**src/rtl/hilo_mdu_ctrl_pkg.sv**
```systemverilog
// Shared definitions for the HI/LO multiply/divide sequencer: op bit indices,
// FSM state type and a small sign helper.
package hilo_mdu_ctrl_pkg;

  localparam int DATA_W = 32;
  localparam int OP_W   = 8;

  localparam int HILO_OP_MULT  = 0;
  localparam int HILO_OP_MULTU = 1;
  localparam int HILO_OP_DIV   = 2;
  localparam int HILO_OP_DIVU  = 3;
  localparam int HILO_OP_MFHI  = 4;
  localparam int HILO_OP_MFLO  = 5;
  localparam int HILO_OP_MTHI  = 6;
  localparam int HILO_OP_MTLO  = 7;

  typedef enum logic [1:0] {
    MDU_IDLE,
    MDU_MUL,
    MDU_DIV,
    MDU_DONE
  } mdu_state_t;

  function automatic logic [DATA_W-1:0] abs_if(input logic [DATA_W-1:0] v, input logic en);
    return (en && v[DATA_W-1]) ? -v : v;
  endfunction

endpackage

```
**src/rtl/hilo_mdu_ctrl_if.sv**
```systemverilog
// EXE-side request/response bundle of the HI/LO sequencer; master is the
// pipeline, slave is the sequencer.
interface hilo_mdu_ctrl_if
  import hilo_mdu_ctrl_pkg::*;
();
  logic              flush;
  logic              req_valid;
  logic [OP_W-1:0]   req_op;
  logic [DATA_W-1:0] src1;
  logic [DATA_W-1:0] src2;
  logic              out_allowin;
  logic              stall;
  logic [DATA_W-1:0] rdata;
  logic [DATA_W-1:0] hi;
  logic [DATA_W-1:0] lo;

  modport master (
    output flush, req_valid, req_op, src1, src2, out_allowin,
    input  stall, rdata, hi, lo
  );

  modport slave (
    input  flush, req_valid, req_op, src1, src2, out_allowin,
    output stall, rdata, hi, lo
  );
endinterface

```
**src/rtl/hilo_mdu_ctrl_div_iter.sv**
```systemverilog
// One restoring-division step: shift the next dividend bit into the remainder,
// trial-subtract the divisor and emit one quotient bit.
module hilo_mdu_ctrl_div_iter
  import hilo_mdu_ctrl_pkg::*;
(
  input  logic [DATA_W:0]   rem_i,
  input  logic [DATA_W-1:0] quo_i,
  input  logic [DATA_W-1:0] divisor_i,
  output logic [DATA_W:0]   rem_o,
  output logic [DATA_W-1:0] quo_o
);
  logic [DATA_W+1:0] shifted;
  logic [DATA_W+1:0] diff;
  logic              ge;

  // quo_i doubles as the dividend shift register: its MSB is the next bit in
  assign shifted = {rem_i, quo_i[DATA_W-1]};
  assign ge      = shifted >= {2'b00, divisor_i};
  assign diff    = shifted - {2'b00, divisor_i};
  assign rem_o   = (DATA_W+1)'(ge ? diff : shifted);
  assign quo_o   = {quo_i[DATA_W-2:0], ge};

endmodule

```
**src/rtl/hilo_mdu_ctrl.sv**
```systemverilog
// HI/LO sequencer for the EXE stage: multi-cycle multiply, iterative divide,
// MTHI/MTLO writes and MFHI/MFLO reads, with flush cancelling in-flight work.
//   state    | meaning
//   MDU_IDLE | no op in flight, accepts requests
//   MDU_MUL  | product latency countdown
//   MDU_DIV  | one restoring iteration per cycle
//   MDU_DONE | result ready, waits for out_allowin to commit
module hilo_mdu_ctrl
  import hilo_mdu_ctrl_pkg::*;
#(
  parameter int MUL_CYCLES = 2,
  parameter int DIV_ITERS  = 32
) (
  input  logic            clk,
  input  logic            reset,
  hilo_mdu_ctrl_if.slave  bus
);
  localparam int CNT_MAX = (MUL_CYCLES > DIV_ITERS) ? MUL_CYCLES : DIV_ITERS;
  localparam int CNT_W   = (CNT_MAX > 1) ? $clog2(CNT_MAX) : 1;

  mdu_state_t        state_q;
  logic [CNT_W-1:0]  cnt_q;
  logic [DATA_W-1:0] opa_q, opb_q, hi_q, lo_q;
  logic [DATA_W:0]   rem_q;
  logic              mul_sgn_q, neg_quo_q, neg_rem_q, is_div_q;

  logic              is_mul, is_div, div_sgn, accept_long;
  logic [DATA_W:0]   rem_d;
  logic [DATA_W-1:0] quo_d, quo_fix, rem_fix;
  logic [63:0]       mul_a, mul_b, prod;

  assign is_mul  = bus.req_op[HILO_OP_MULT] | bus.req_op[HILO_OP_MULTU];
  assign is_div  = bus.req_op[HILO_OP_DIV]  | bus.req_op[HILO_OP_DIVU];
  assign div_sgn = bus.req_op[HILO_OP_DIV];
  assign accept_long = (state_q == MDU_IDLE) && bus.req_valid && (is_mul || is_div);

  assign bus.stall = !bus.flush &&
                     (accept_long || state_q == MDU_MUL || state_q == MDU_DIV);
  assign bus.rdata = (bus.req_valid && bus.req_op[HILO_OP_MFHI]) ? hi_q :
                     (bus.req_valid && bus.req_op[HILO_OP_MFLO]) ? lo_q : '0;
  assign bus.hi    = hi_q;
  assign bus.lo    = lo_q;

  // low 64 bits of the sign-extended product are exact for both MULT and MULTU
  assign mul_a = {{DATA_W{mul_sgn_q & opa_q[DATA_W-1]}}, opa_q};
  assign mul_b = {{DATA_W{mul_sgn_q & opb_q[DATA_W-1]}}, opb_q};
  assign prod  = mul_a * mul_b;

  assign quo_fix = neg_quo_q ? -opa_q : opa_q;
  assign rem_fix = neg_rem_q ? -rem_q[DATA_W-1:0] : rem_q[DATA_W-1:0];

  hilo_mdu_ctrl_div_iter u_div_iter (
    .rem_i     (rem_q),
    .quo_i     (opa_q),
    .divisor_i (opb_q),
    .rem_o     (rem_d),
    .quo_o     (quo_d)
  );

  always_ff @(posedge clk or posedge reset) begin
    if (reset) begin
      state_q   <= MDU_IDLE;
      cnt_q     <= '0;
      opa_q     <= '0;
      opb_q     <= '0;
      rem_q     <= '0;
      hi_q      <= '0;
      lo_q      <= '0;
      mul_sgn_q <= 1'b0;
      neg_quo_q <= 1'b0;
      neg_rem_q <= 1'b0;
      is_div_q  <= 1'b0;
    end else if (bus.flush) begin
      state_q <= MDU_IDLE;
      cnt_q   <= '0;
    end else begin
      unique case (state_q)
        MDU_IDLE: begin
          if (bus.req_valid) begin
            if (is_mul) begin
              opa_q     <= bus.src1;
              opb_q     <= bus.src2;
              mul_sgn_q <= bus.req_op[HILO_OP_MULT];
              is_div_q  <= 1'b0;
              cnt_q     <= CNT_W'(MUL_CYCLES - 1);
              state_q   <= MDU_MUL;
            end else if (is_div) begin
              opa_q     <= abs_if(bus.src1, div_sgn);
              opb_q     <= abs_if(bus.src2, div_sgn);
              neg_quo_q <= div_sgn & (bus.src1[DATA_W-1] ^ bus.src2[DATA_W-1]);
              neg_rem_q <= div_sgn & bus.src1[DATA_W-1];
              rem_q     <= '0;
              is_div_q  <= 1'b1;
              cnt_q     <= CNT_W'(DIV_ITERS - 1);
              state_q   <= MDU_DIV;
            end else if (bus.out_allowin) begin
              if (bus.req_op[HILO_OP_MTHI]) hi_q <= bus.src1;
              if (bus.req_op[HILO_OP_MTLO]) lo_q <= bus.src1;
            end
          end
        end
        MDU_MUL: begin
          if (cnt_q == '0) state_q <= MDU_DONE;
          else             cnt_q   <= cnt_q - CNT_W'(1);
        end
        MDU_DIV: begin
          rem_q <= rem_d;
          opa_q <= quo_d;
          if (cnt_q == '0) state_q <= MDU_DONE;
          else             cnt_q   <= cnt_q - CNT_W'(1);
        end
        MDU_DONE: begin
          if (bus.out_allowin) begin
            if (is_div_q) begin
              hi_q <= rem_fix;
              lo_q <= quo_fix;
            end else begin
              hi_q <= prod[63:32];
              lo_q <= prod[31:0];
            end
            state_q <= MDU_IDLE;
          end
        end
        default: state_q <= MDU_IDLE;
      endcase
    end
  end

endmodule

```
**src/flat_wrapper.sv**
```systemverilog
// flat-port wrapper written by rule: the top's interface ports become plain ports
module hilo_mdu_ctrl_flat import hilo_mdu_ctrl_pkg::*;
#(
  parameter int MUL_CYCLES = 2,
  parameter int DIV_ITERS  = 32
)
  (clk, reset, bus_flush, bus_req_valid, bus_req_op, bus_src1, bus_src2, bus_out_allowin, bus_stall, bus_rdata, bus_hi, bus_lo);
  hilo_mdu_ctrl_if bus_i ();
  input  logic clk;
  input  logic reset;
  input wire logic [$bits(bus_i.flush)-1:0] bus_flush;
  input wire logic [$bits(bus_i.req_valid)-1:0] bus_req_valid;
  input wire logic [$bits(bus_i.req_op)-1:0] bus_req_op;
  input wire logic [$bits(bus_i.src1)-1:0] bus_src1;
  input wire logic [$bits(bus_i.src2)-1:0] bus_src2;
  input wire logic [$bits(bus_i.out_allowin)-1:0] bus_out_allowin;
  output wire logic [$bits(bus_i.stall)-1:0] bus_stall;
  output wire logic [$bits(bus_i.rdata)-1:0] bus_rdata;
  output wire logic [$bits(bus_i.hi)-1:0] bus_hi;
  output wire logic [$bits(bus_i.lo)-1:0] bus_lo;
  assign bus_i.flush = bus_flush;
  assign bus_i.req_valid = bus_req_valid;
  assign bus_i.req_op = bus_req_op;
  assign bus_i.src1 = bus_src1;
  assign bus_i.src2 = bus_src2;
  assign bus_i.out_allowin = bus_out_allowin;
  assign bus_stall = bus_i.stall;
  assign bus_rdata = bus_i.rdata;
  assign bus_hi = bus_i.hi;
  assign bus_lo = bus_i.lo;
  hilo_mdu_ctrl #(.MUL_CYCLES(MUL_CYCLES), .DIV_ITERS(DIV_ITERS)) u_core (.clk(clk), .reset(reset), .bus(bus_i));
endmodule
```
**config.mk**
```make
export PLATFORM = sky130hd
export DESIGN_NAME = hilo_mdu_ctrl_flat
export DESIGN_NICKNAME = d
export VERILOG_FILES = /design/src/rtl/hilo_mdu_ctrl_pkg.sv /design/src/rtl/hilo_mdu_ctrl_if.sv /design/src/rtl/hilo_mdu_ctrl_div_iter.sv /design/src/rtl/hilo_mdu_ctrl.sv /design/src/flat_wrapper.sv
export SDC_FILE = /design/constraint.sdc
export NUM_CORES = 2
export LEC_CHECK = 0
export ABC_AREA = 1
export CAP_MARGIN = 20
export CORE_MARGIN = 3
export CORE_UTILIZATION = 45
export CTS_CLUSTER_SIZE = 14
export DETAILED_ROUTE_END_ITERATION = 12
export SLEW_MARGIN = 20
export SYNTH_ARGS = -nofsm -noshare
export SYNTH_HDL_FRONTEND = slang
export SYNTH_HIERARCHICAL = 1
export SYNTH_SLANG_ARGS = --single-unit
```
**constraint.sdc**
```tcl
create_clock -name clk -period 10.1 [get_ports clk]
set_clock_uncertainty 0.15 [all_clocks]
set_input_delay 3.03 -clock clk [delete_from_list [all_inputs] [get_ports clk]]
set_output_delay 3.03 -clock clk [all_outputs]
set_load 0.01 [all_outputs]
```
==> results.yml <==
clock_tree:
  clk_pin_slew_worst_paths_ps: 80
  cts.sink_count: 172
  cts_setup_buffers: 0
  htreeDepth: 4
  cts_root_buf: "clkbuf_16"
  ctsHoldBuffers: 0
  cts_buffer_depth: 2
  numCtsBuffers: 17
  cts.repair.resized: 0
  worstSkewPairLatency_ps: 530
  cts_tree: "yes"
worst_setup_path:
  required_ps: 10400
  crit_fanout: 21
  cp-end-kind: "flop"
  start_kind: "flop"
  cp_num_buf_inv: 6
  critical-path-slowest-cell: "dfrtp_1"
  crit_family: "adder cells"
  worst_ep_arrival_time_ps: 9230
  cp_slowest_stage_delay_ps: 820
  criticalPathCategory: "flop to flop"
sta:
  worst_slew_pin_slew_ps: 1118
  timing.fmax_ghz: 0.1120
  drv_slew: 0
  min_period_ps: 8931
  fin_tns_setup_ps: 0
  finalHoldViolations: 0
  hold_ws_ps: 372.3
  slew_headroom_pct: 25.47
  rsz0062_at_grt: "false"
  finalCritPeriodShare_pct: 88.43
  final-setup-viol-count: 0
floorplan:
  die_w_um: 357.2
  rows: 128
  core_region_area_mm2: 0.1222
  die_h_um: 357.2
  ioPinCount: 174
  die_area_mm2: 0.1276
  start_util_pct: 45.43
logic_synthesis:
  synth_cells: 7659
  synth.distinct_cells: 55
  ys_seq_area_share_pct: 7.754
  synth-main-ff-cell: "dfrtp_1"
  synth_nets: 9116
  syn_area_per_cell_um2: 7.248
  synth-async-reset-ratio_pct: 100.0
  ys_ff_latch: 172
  ys_warn_count: 6
  synth_area_mm2: 0.05551
  synth-edff-count: 0
global_route:
  grt_pass1_vias: 50226
  grt_use_met1_pct: 43.30
  grt_max_degree: 69
  grtUsageTotal_pct: 33.73
  busiest_layer: "met2"
  antenna_found_initial: 6
  grt-ovfl-total: 0
  grt_pass1_wl_um: 317800
  met3_usage_pct: 4.824
  grt_util_met2_pct: 56.03
detailed_routing:
  drt_iter0_drc: 4070
  routed_wl_um: 211300
  antenna_left: 0
  drt_first_pass_iters: 5
  vias: 48646
  drt-wirelength-per-cell_um: 22.88
  drc: 0
  viasPerCell: 5.266
hold_path:
  hp-class: "flop to flop"
final_layout:
  area_delta_synth_final_pct: 7.037
  finalNetCount: 9056
  drive_above_1_share_pct: 3.718
placement:
  place_hpwl_um: 177500
  place_congestion: 1.025
  portBuffers: 173
job:
  maxCapViolCount: 0
outcome:
  status: "completed"
==> placed cells by master (no fill, tap or decap), drive strengths merged, types with 47 or more instances in the layout <==
cell type      instances
ha                   254
nor2                 481
xor2                  47
clkdlybuf4s50        173
nand3                304
nand4                 70
fa                  1126
dfrtp                172
a21oi                229
o21ai                297
inv                 1967
nand2               2141
buf                  149
==> final timing paths <==
check,startpoint,to,slack [ps],cells after the start
worst min-delay path,u_core/bus.lo[20],u_core/bus.lo[20],370,2
min in group asynchronous,reset,u_core/bus.lo[19],2800,2
worst min register to register,u_core/bus.lo[20],u_core/bus.lo[20],370,2
worst max register to register,u_core/opb_q[10],u_core/bus.hi[2],1170,28
worst max-delay path,u_core/opb_q[10],u_core/bus.hi[2],1170,28
max in group asynchronous,reset,u_core/opa_q[15],5660,3
==> registers in the layout (all words and copies together) (netlist names) <==
register	flops
u_core/cnt_q	5
u_core/opa_q	32
u_core/mul_sgn_q	1
u_core/bus.lo	32
u_core/neg_rem_q	1
u_core/is_div_q	1
u_core/state_q	2
u_core/neg_quo_q	1
u_core/rem_q	33
u_core/bus.hi	32
u_core/opb_q	32
==> cell families (layout without fill, tap and decap cells) <==
| group | Yosys count | count (layout) | share of synthesized area [%] |
|---|---|---|---|
| flops | 172 | 172 | 7.754 |
| other cells | 0 | 1 | 0 |
| xor+xnor | 53 | 53 | 0.8362 |
| compound gates | 614 | 614 | 5.969 |
| fa+ha+maj | 1380 | 1380 | 46.33 |
| buf+inv | 2364 | 2317 | 16.45 |
| simple gates | 3076 | 3076 | 22.66 |
==> per-stage QoR <==
stage / std cells / setup WS, ps / area (um^2) / utilization, %
2_1_floorplan: 7659 / 2260 / 55510 / -
3_3_place_gp: 9205 / 1258 / 58780 / 48.10
6_report: 9238 / 1169 / 59420 / 48.62
3_5_place_dp: 9205 / 1276 / 58780 / 48.10
5_1_grt: 9237 / 837.6 / 59410 / 48.62
4_1_cts: 9237 / 1258 / 59410 / 48.62
==> per-layer routing <==
| metal | up-vias | wire (um) |
|---|---|---|
| met5 | - | 28 |
| met4 | 4 | 12590 |
| met3 | 378 | 14450 |
| met2 | 1801 | 100200 |
| met1 | 24375 | 84070 |
| li1 | 22088 | - |
==> worst register-to-register path, delay by kind of cell, from the launching register on <==
kind	cells	cell delay, ps
adder cells (fa/ha/maj)	9	4480
AND/OR/NAND/NOR	12	2520
flip-flops	1	820
AO/OA/AOI/OAI	1	150
buffers and inverters	6	740
==> Yosys cell counts (4+ instances only) <==
cell type / number / share of area (%)
nand3_1: 295 / 2.7
o31ai_1: 7 / 0.095
and2_1: 5 / 0.056
o211ai_1: 10 / 0.14
nor4_1: 9 / 0.10
nor3_4: 4 / 0.12
buf_1: 33 / 0.22
nor2_4: 7 / 0.14
o21ai_1: 35 / 0.32
clkbuf_1: 279 / 1.9
nand4_1: 68 / 0.77
buf_2: 47 / 0.42
buf_4: 34 / 0.46
nand2_2: 12 / 0.14
o21ai_0: 259 / 2.3
a21o_1: 4 / 0.054
fa_1: 1126 / 41
nor3_2: 10 / 0.18
a31oi_1: 6 / 0.068
a21oi_1: 226 / 2.0
xor2_1: 47 / 0.74
nor3_1: 27 / 0.24
o22ai_1: 17 / 0.19
ha_1: 254 / 5.7
xnor2_1: 6 / 0.095
or2_2: 4 / 0.045
inv_2: 15 / 0.10
inv_1: 1944 / 13
nand2_1: 2128 / 14
o221ai_1: 15 / 0.24
o21bai_1: 21 / 0.28
dfrtp_1: 172 / 7.8
nand3b_1: 17 / 0.23
nand3_2: 7 / 0.13
buf_6: 8 / 0.16
nor2_2: 16 / 0.18
nor2_1: 458 / 3.1
==> cell type report <==
cell class | count | area, um^2
timing repair buffer | 322 | 2950
sequential | 172 | 4313
antenna | 1 | 2.502
clock inverter | 14 | 191.4
multi-input combinational | 5123 | 42100
clock buffer | 18 | 439.2
fill | 12421 | 62780
inverter | 1963 | 7385
tap | 1625 | 2033
Power is left out: the tool's default activity adds up to more than one toggle a clock period on the data nets, which glitch-free logic cannot reach.
